### src/rtl/eq_coef_regbank.sv
// ---------------------------------------------------------------------------
// eq_coef_regbank
//
// Per-band gain register bank for the audio equalizer. Byte writes arriving
// from the I2C slave land in shadow registers. A commit request (CTRL bit0)
// transfers every shadow value at the next audio sample tick, so all bands
// change together on a sample boundary.
//
// Optional feature macro: EQ_GAIN_RAMP_EN
//   Defined     - committed values go to per-band targets, and the active
//                 gains ramp toward them by 'step' on every sample tick.
//   Not defined - committed values go straight to the active gains, and
//                 'ramping' is tied low. 'step' stays readable and writable.
//
// Ports
//   clk_i            system clock
//   rst_ni           synchronous active-low reset
//   reg_addr_i       write address from the I2C slave
//   reg_data_i       write data from the I2C slave
//   reg_we_i         single-cycle write strobe
//   rd_addr_i        read address
//   rd_data_o        registered read data (one cycle of latency)
//   sample_tick_i    one-cycle pulse per audio sample
//   gain_flat_o      active gains, band i at [8i+7:8i], signed
//   bypass_o         equalizer bypass (CTRL bit1)
//   commit_pending_o commit requested but not yet applied
//   ramping_o        some active gain has not yet reached its target
// ---------------------------------------------------------------------------
module eq_coef_regbank #(
  parameter int         NUM_BANDS   = 8,
  parameter logic [7:0] BAND_BASE   = 8'h00,
  parameter logic [7:0] CTRL_ADDR   = 8'h20,
  parameter logic [7:0] STATUS_ADDR = 8'h21,
  parameter logic [7:0] STEP_ADDR   = 8'h22,
  parameter logic [7:0] RESET_STEP  = 8'd1
) (
  input  logic                   clk_i,
  input  logic                   rst_ni,
  input  logic [7:0]             reg_addr_i,
  input  logic [7:0]             reg_data_i,
  input  logic                   reg_we_i,
  input  logic [7:0]             rd_addr_i,
  output logic [7:0]             rd_data_o,
  input  logic                   sample_tick_i,
  output logic [NUM_BANDS*8-1:0] gain_flat_o,
  output logic                   bypass_o,
  output logic                   commit_pending_o,
  output logic                   ramping_o
);

  localparam logic [8:0] NumBands9 = 9'(NUM_BANDS);

  logic [7:0] shadow_q [NUM_BANDS];
  logic [7:0] shadow_d [NUM_BANDS];
  logic [7:0] active_q [NUM_BANDS];
  logic [7:0] active_d [NUM_BANDS];
`ifdef EQ_GAIN_RAMP_EN
  logic [7:0] target_q [NUM_BANDS];
  logic [7:0] target_d [NUM_BANDS];
`endif
  logic [7:0] step_q, step_d;
  logic       bypass_q, bypass_d;
  logic       commit_pending_q, commit_pending_d;
  logic [7:0] rd_data_q, rd_data_d;
  logic       ramping;

  logic [7:0] wrOff, rdOff;
  logic       wrBandHit, rdBandHit, commitTick;

  // Band addresses form a window of NUM_BANDS bytes starting at BAND_BASE.
  // The offset is widened by one bit so a window near 8'hFF cannot wrap.
  assign wrOff      = reg_addr_i - BAND_BASE;
  assign rdOff      = rd_addr_i - BAND_BASE;
  assign wrBandHit  = (reg_addr_i >= BAND_BASE) && ({1'b0, wrOff} < NumBands9);
  assign rdBandHit  = (rd_addr_i >= BAND_BASE) && ({1'b0, rdOff} < NumBands9);
  assign commitTick = sample_tick_i && commit_pending_q;

`ifdef EQ_GAIN_RAMP_EN
  // Move one step toward the target. The difference is taken in 9 bits, so
  // a full-scale swing such as 127 -> -128 cannot overflow. When the
  // remaining distance fits in one step the value lands on the target.
  // Otherwise the 8-bit add or subtract stays in range by construction.
  function automatic logic [7:0] rampStep(input logic [7:0] act,
                                          input logic [7:0] tgt,
                                          input logic [7:0] stp);
    logic signed [8:0] diff;
    logic [8:0]        mag;
    diff = $signed({tgt[7], tgt}) - $signed({act[7], act});
    mag  = diff[8] ? $unsigned(-diff) : $unsigned(diff);
    if (stp == 8'd0 || mag <= {1'b0, stp}) return tgt;
    else if (!diff[8])                     return act + stp;
    else                                   return act - stp;
  endfunction
`endif

  // Shadow writes, control/step decode and commit handshake. A commit
  // write that coincides with the committing tick re-arms the request.
  always_comb begin
    for (int i = 0; i < NUM_BANDS; i++) begin
      shadow_d[i] = shadow_q[i];
      if (reg_we_i && wrBandHit && wrOff == 8'(i)) shadow_d[i] = reg_data_i;
    end
    commit_pending_d = commit_pending_q;
    bypass_d         = bypass_q;
    step_d           = step_q;
    if (commitTick) commit_pending_d = 1'b0;
    if (reg_we_i && !wrBandHit) begin
      if (reg_addr_i == CTRL_ADDR) begin
        if (reg_data_i[0]) commit_pending_d = 1'b1;
        bypass_d = reg_data_i[1];
      end else if (reg_addr_i == STEP_ADDR) begin
        step_d = reg_data_i;
      end
    end
  end

  // Gain datapath. With ramping enabled the ramp uses the targets from
  // before this edge, so a newly committed target starts moving on the
  // following tick.
  always_comb begin
    ramping = 1'b0;
    for (int i = 0; i < NUM_BANDS; i++) begin
`ifdef EQ_GAIN_RAMP_EN
      target_d[i] = commitTick ? shadow_q[i] : target_q[i];
      active_d[i] = sample_tick_i ? rampStep(active_q[i], target_q[i], step_q)
                                  : active_q[i];
      if (active_q[i] != target_q[i]) ramping = 1'b1;
`else
      active_d[i] = commitTick ? shadow_q[i] : active_q[i];
`endif
    end
  end

  // Read mux, registered every cycle. Band reads return the shadow value.
  always_comb begin
    rd_data_d = 8'h00;
    if (rdBandHit) begin
      for (int i = 0; i < NUM_BANDS; i++)
        if (rdOff == 8'(i)) rd_data_d = shadow_q[i];
    end else if (rd_addr_i == CTRL_ADDR) begin
      rd_data_d = {6'b0, bypass_q, 1'b0};
    end else if (rd_addr_i == STATUS_ADDR) begin
      rd_data_d = {6'b0, ramping, commit_pending_q};
    end else if (rd_addr_i == STEP_ADDR) begin
      rd_data_d = step_q;
    end
  end

  // State registers. Reset abandons any ramp or pending commit.
  always_ff @(posedge clk_i) begin
    if (!rst_ni) begin
      for (int i = 0; i < NUM_BANDS; i++) begin
        shadow_q[i] <= 8'h00;
        active_q[i] <= 8'h00;
`ifdef EQ_GAIN_RAMP_EN
        target_q[i] <= 8'h00;
`endif
      end
      step_q           <= RESET_STEP;
      bypass_q         <= 1'b0;
      commit_pending_q <= 1'b0;
      rd_data_q        <= 8'h00;
    end else begin
      for (int i = 0; i < NUM_BANDS; i++) begin
        shadow_q[i] <= shadow_d[i];
        active_q[i] <= active_d[i];
`ifdef EQ_GAIN_RAMP_EN
        target_q[i] <= target_d[i];
`endif
      end
      step_q           <= step_d;
      bypass_q         <= bypass_d;
      commit_pending_q <= commit_pending_d;
      rd_data_q        <= rd_data_d;
    end
  end

  for (genvar g = 0; g < NUM_BANDS; g++) begin : gGain
    assign gain_flat_o[8*g +: 8] = active_q[g];
  end

  assign rd_data_o        = rd_data_q;
  assign bypass_o         = bypass_q;
  assign commit_pending_o = commit_pending_q;
  assign ramping_o        = ramping;

endmodule

### config.mk
export PLATFORM = sky130hd
export DESIGN_NAME = eq_coef_regbank
export DESIGN_NICKNAME = d
export VERILOG_FILES = /design/src/rtl/eq_coef_regbank.sv
export SDC_FILE = /design/constraint.sdc
export NUM_CORES = 1
export LEC_CHECK = 0
export ABC_AREA = 1
export CORE_MARGIN = 5
export CORE_UTILIZATION = 52
export DETAILED_ROUTE_END_ITERATION = 8
export PLACE_DENSITY = 0.75
export SYNTH_ARGS = -nofsm -noshare
export SYNTH_HDL_FRONTEND = slang
export SYNTH_SLANG_ARGS = --single-unit
### constraint.sdc
create_clock -name clk_i -period 1.59 [get_ports clk_i]
set_input_delay 0.318 -clock clk_i [delete_from_list [all_inputs] [get_ports clk_i]]
set_output_delay 0.318 -clock clk_i [all_outputs]
set_load 0.03 [all_outputs]
==> flow_metrics.tcl <==
set metrics [dict create \
    outcome "completed" \
    required_ns 1.27 \
    syn_area_per_cell_um2 7.849 \
    swShare 0.2146 \
    post-route-min-period_ns 1.556 \
    p_switching_mw 1.788 \
    dieArea_um2 13200 \
    netlist_area_um2 5722 \
    start_util 0.5301 \
    first_pass_iters 7 \
    hold_path.class "in -> reg" \
    path_buf_inv 1 \
    antenna_left 0 \
    clkPwrFrac 0.512 \
    syn_to_final_growth_pct 36.06 \
    wl_per_cell_um 18.18 \
    leakage_nw 3.200 \
    clock-sinks 146 \
    cts_tree "done" \
    num_rows 38 \
    synth_cell_types 33 \
    hold_depth 4 \
    clock_path_buffers 2 \
    overflow 0 \
    p_int_mw 6.540 \
    ys_seq_area_frac 0.5108 \
    io_buffers 101 \
    worst_path_largest_cell_delay_ns 0.40 \
    skew_ns 0.01296 \
    drt_wl_total_um 18690 \
    hold_start "rst_ni" \
    path_max_fanout 1 \
    pin_count 103 \
    cap_viol_max_count 0 \
    die_y_um 114.9 \
    layout_common_cells "146 x dfxtp_1, 121 x o21ai_0, 102 x nor2_1, 102 x a21oi_1, 65 x nand2_1" \
    ff2ff_path_depth 5 \
    drive_above_1_share 0.2095 \
    crit_arrival_ns 1.24 \
    h-tree-depth 4 \
    netlist_instances 729 \
    path_clk_slew_ns 0.06 \
    finalSetupViolations 0 \
    root_buffer "clkbuf_8" \
    grt_start_max_net_pins 66 \
    drc 0 \
    syn_nets 757 \
    place_congestion 0.9832 \
    min_period_over_period 0.9784 \
    vdd_drop_max_v 0.0008950 \
    r2r_slack_ns 0.26 \
    endpoint_kind "primary output" \
    ys_ff_latch 146 \
    antenna_cells 0 \
    fill_cells 869 \
    final.setup.tns_ns 0 \
    grt_util_all_layers 0.2910 \
    cts_inserted_buffers 17 \
    vias 5652 \
    hold_slack_ns 0.2783 \
    die_w_um 114.9 \
    hold_viol_final 0 \
    final_common_cell "dfxtp_1" \
    path_delay_family "buffers and inverters" \
    rr_startpoint "commit_pending_o" \
    clk_latency_ns 0.54 \
    whs_endpoint "shadow_q[1][13]" \
    comb_power_share 0.048 \
    maxSlewViolCount 0 \
    core_area_um2 10790 \
    first_global_vias 5524 \
    dpl.hpwl_um 13860 \
    fin_nets 903 \
    crit_path_cell_trace "dlygate4sd2_1" \
    seqPwrFrac 0.440 \
    synth_edf_count 0 \
    slowest_stage "dlygate4sd2_1" \
    grt_pass1_wl_um 29480 \
    drtIter0Drc 528 \
    criticalPathCategory "reg -> out" \
    viasPerCell 5.498 \
    async_reset_ff_frac 0 \
    antenna_found_initial 1 \
    reg2reg_to "active_q[0][50]" \
    timing.fmax_mhz 642.8 \
    power_density_nw_per_um2 1070 \
    synth_ff_type "dfxtp_1" \
    ys_warn_count 0 \
    startpoint_type "register" \
]
==> cells in the mapped netlist (5+ instances only) <==
cell type | count | area [um2]
buf_2 | 6 | 30.03
a21oi_1 | 105 | 525.5
nor2_2 | 6 | 37.54
dfxtp_1 | 146 | 2923
o21ai_0 | 121 | 605.6
nand4_1 | 9 | 56.30
nand3_1 | 23 | 115.1
a211oi_1 | 12 | 90.09
nand2_1 | 68 | 255.2
o211ai_1 | 8 | 60.06
clkbuf_1 | 25 | 93.84
inv_1 | 59 | 221.5
buf_4 | 5 | 37.54
nor2_1 | 106 | 397.9
==> sequential cells by signal, indices dropped and copies added, names as in the netlist <==
signal and count:
step_q 8, rd_data_o 8, commit_pending_o 1, active_q 64, shadow_q 64, bypass_o 1
==> through the flow <==
stage          power [mW]  cells  area (um2)  worst slack (ns)    util
4_1_cts             8.348   1027        7911          0.001953  0.7330
5_1_grt             8.563   1028        7785          -0.01592  0.7213
3_3_place_gp        4.127    995        7287           -0.5878  0.6752
6_report            8.328   1028        7785           0.03432  0.7213
3_5_place_dp        4.133    995        7287           -0.5726  0.6752
2_1_floorplan       3.907    729        5722           0.01247       -
==> layer usage <==
metal / global-route usage / part of all wire / vias up / wire length [um]
met3: 0.06895 / 0.068 / 35 / 1278
met5: 0 / 0.00086 / - / 16
met1: 0.3787 / 0.43 / 2668 / 8113
met2: 0.4691 / 0.47 / 209 / 8875
met4: 0.1135 / 0.022 / 2 / 406
li1: - / - / 2738 / -
==> logic make-up (layout without fill, tap and decap cells) <==
logic type / count (synthesis) / after routing / synth area share
other: 1 / 1 / 0.0006554
DFF: 146 / 146 / 0.5108
AOI/OAI and AO/OA: 250 / 250 / 0.2314
buffers and inverters: 104 / 263 / 0.07632
and+or+nand+nor: 228 / 228 / 0.1808
==> worst max-delay path by stage <==
stage / to / from / slack [ns] / cells past startpoint
global placement: rd_data_o[5] / rd_addr_i[5] / -0.59 / 12
CTS: gain_flat_o[41] / active_q[0][41] / 0.002 / 1
finish: rd_data_o[5] / rd_data_o[5] / 0.03 / 1
global route: rd_data_o[5] / rd_data_o[5] / -0.02 / 1
floorplan: active_q[0][17] / commit_pending_o / 0.01 / 5
detailed placement: rd_data_o[5] / rd_addr_i[5] / -0.57 / 12
==> repair_timing <==
| action | in CTS | in global routing |
|---|---|---|
| endpoints found under the setup margin | 80 | 55 |
| buffers inserted | 0 | 1 |
| pin swaps | 0 | 15 |
| resized for setup | 156 | 68 |
| hold buffers | 0 | 0 |
==> power by group through the flow <==
stage                     Combinational, mW  Sequential (mW)  Clock, mW
final                                 0.399             3.67       4.26
after global routing                  0.428             3.66       4.47
after CTS                             0.390             3.67       4.29
after detailed placement              0.387             3.75          0
after global placement                0.381             3.75          0
after floorplan                       0.159             3.75          0
==> worst register-to-register path, delay by kind of cell (launching register included) <==
kind,cells,cell delay [ns]
and+or+nand+nor,1,0.13
AOI/OAI and AO/OA,2,0.39
DFF,1,0.42
buffers and inverters,2,0.33
==> cell type report <==
class | instances | area (um2) | area share
clock buffers | 20 | 425.4 | 0.05464
clock inverters | 12 | 205.2 | 0.02636
inverters | 64 | 245.2 | 0.03150
well taps | 140 | 175.2 | 0.02250
multi-input cells | 479 | 2411 | 0.3097
repair buffers | 167 | 1400 | 0.1798
flip-flops and latches | 146 | 2923 | 0.3754
No activity file was read; power rests on OpenSTA's default activity.
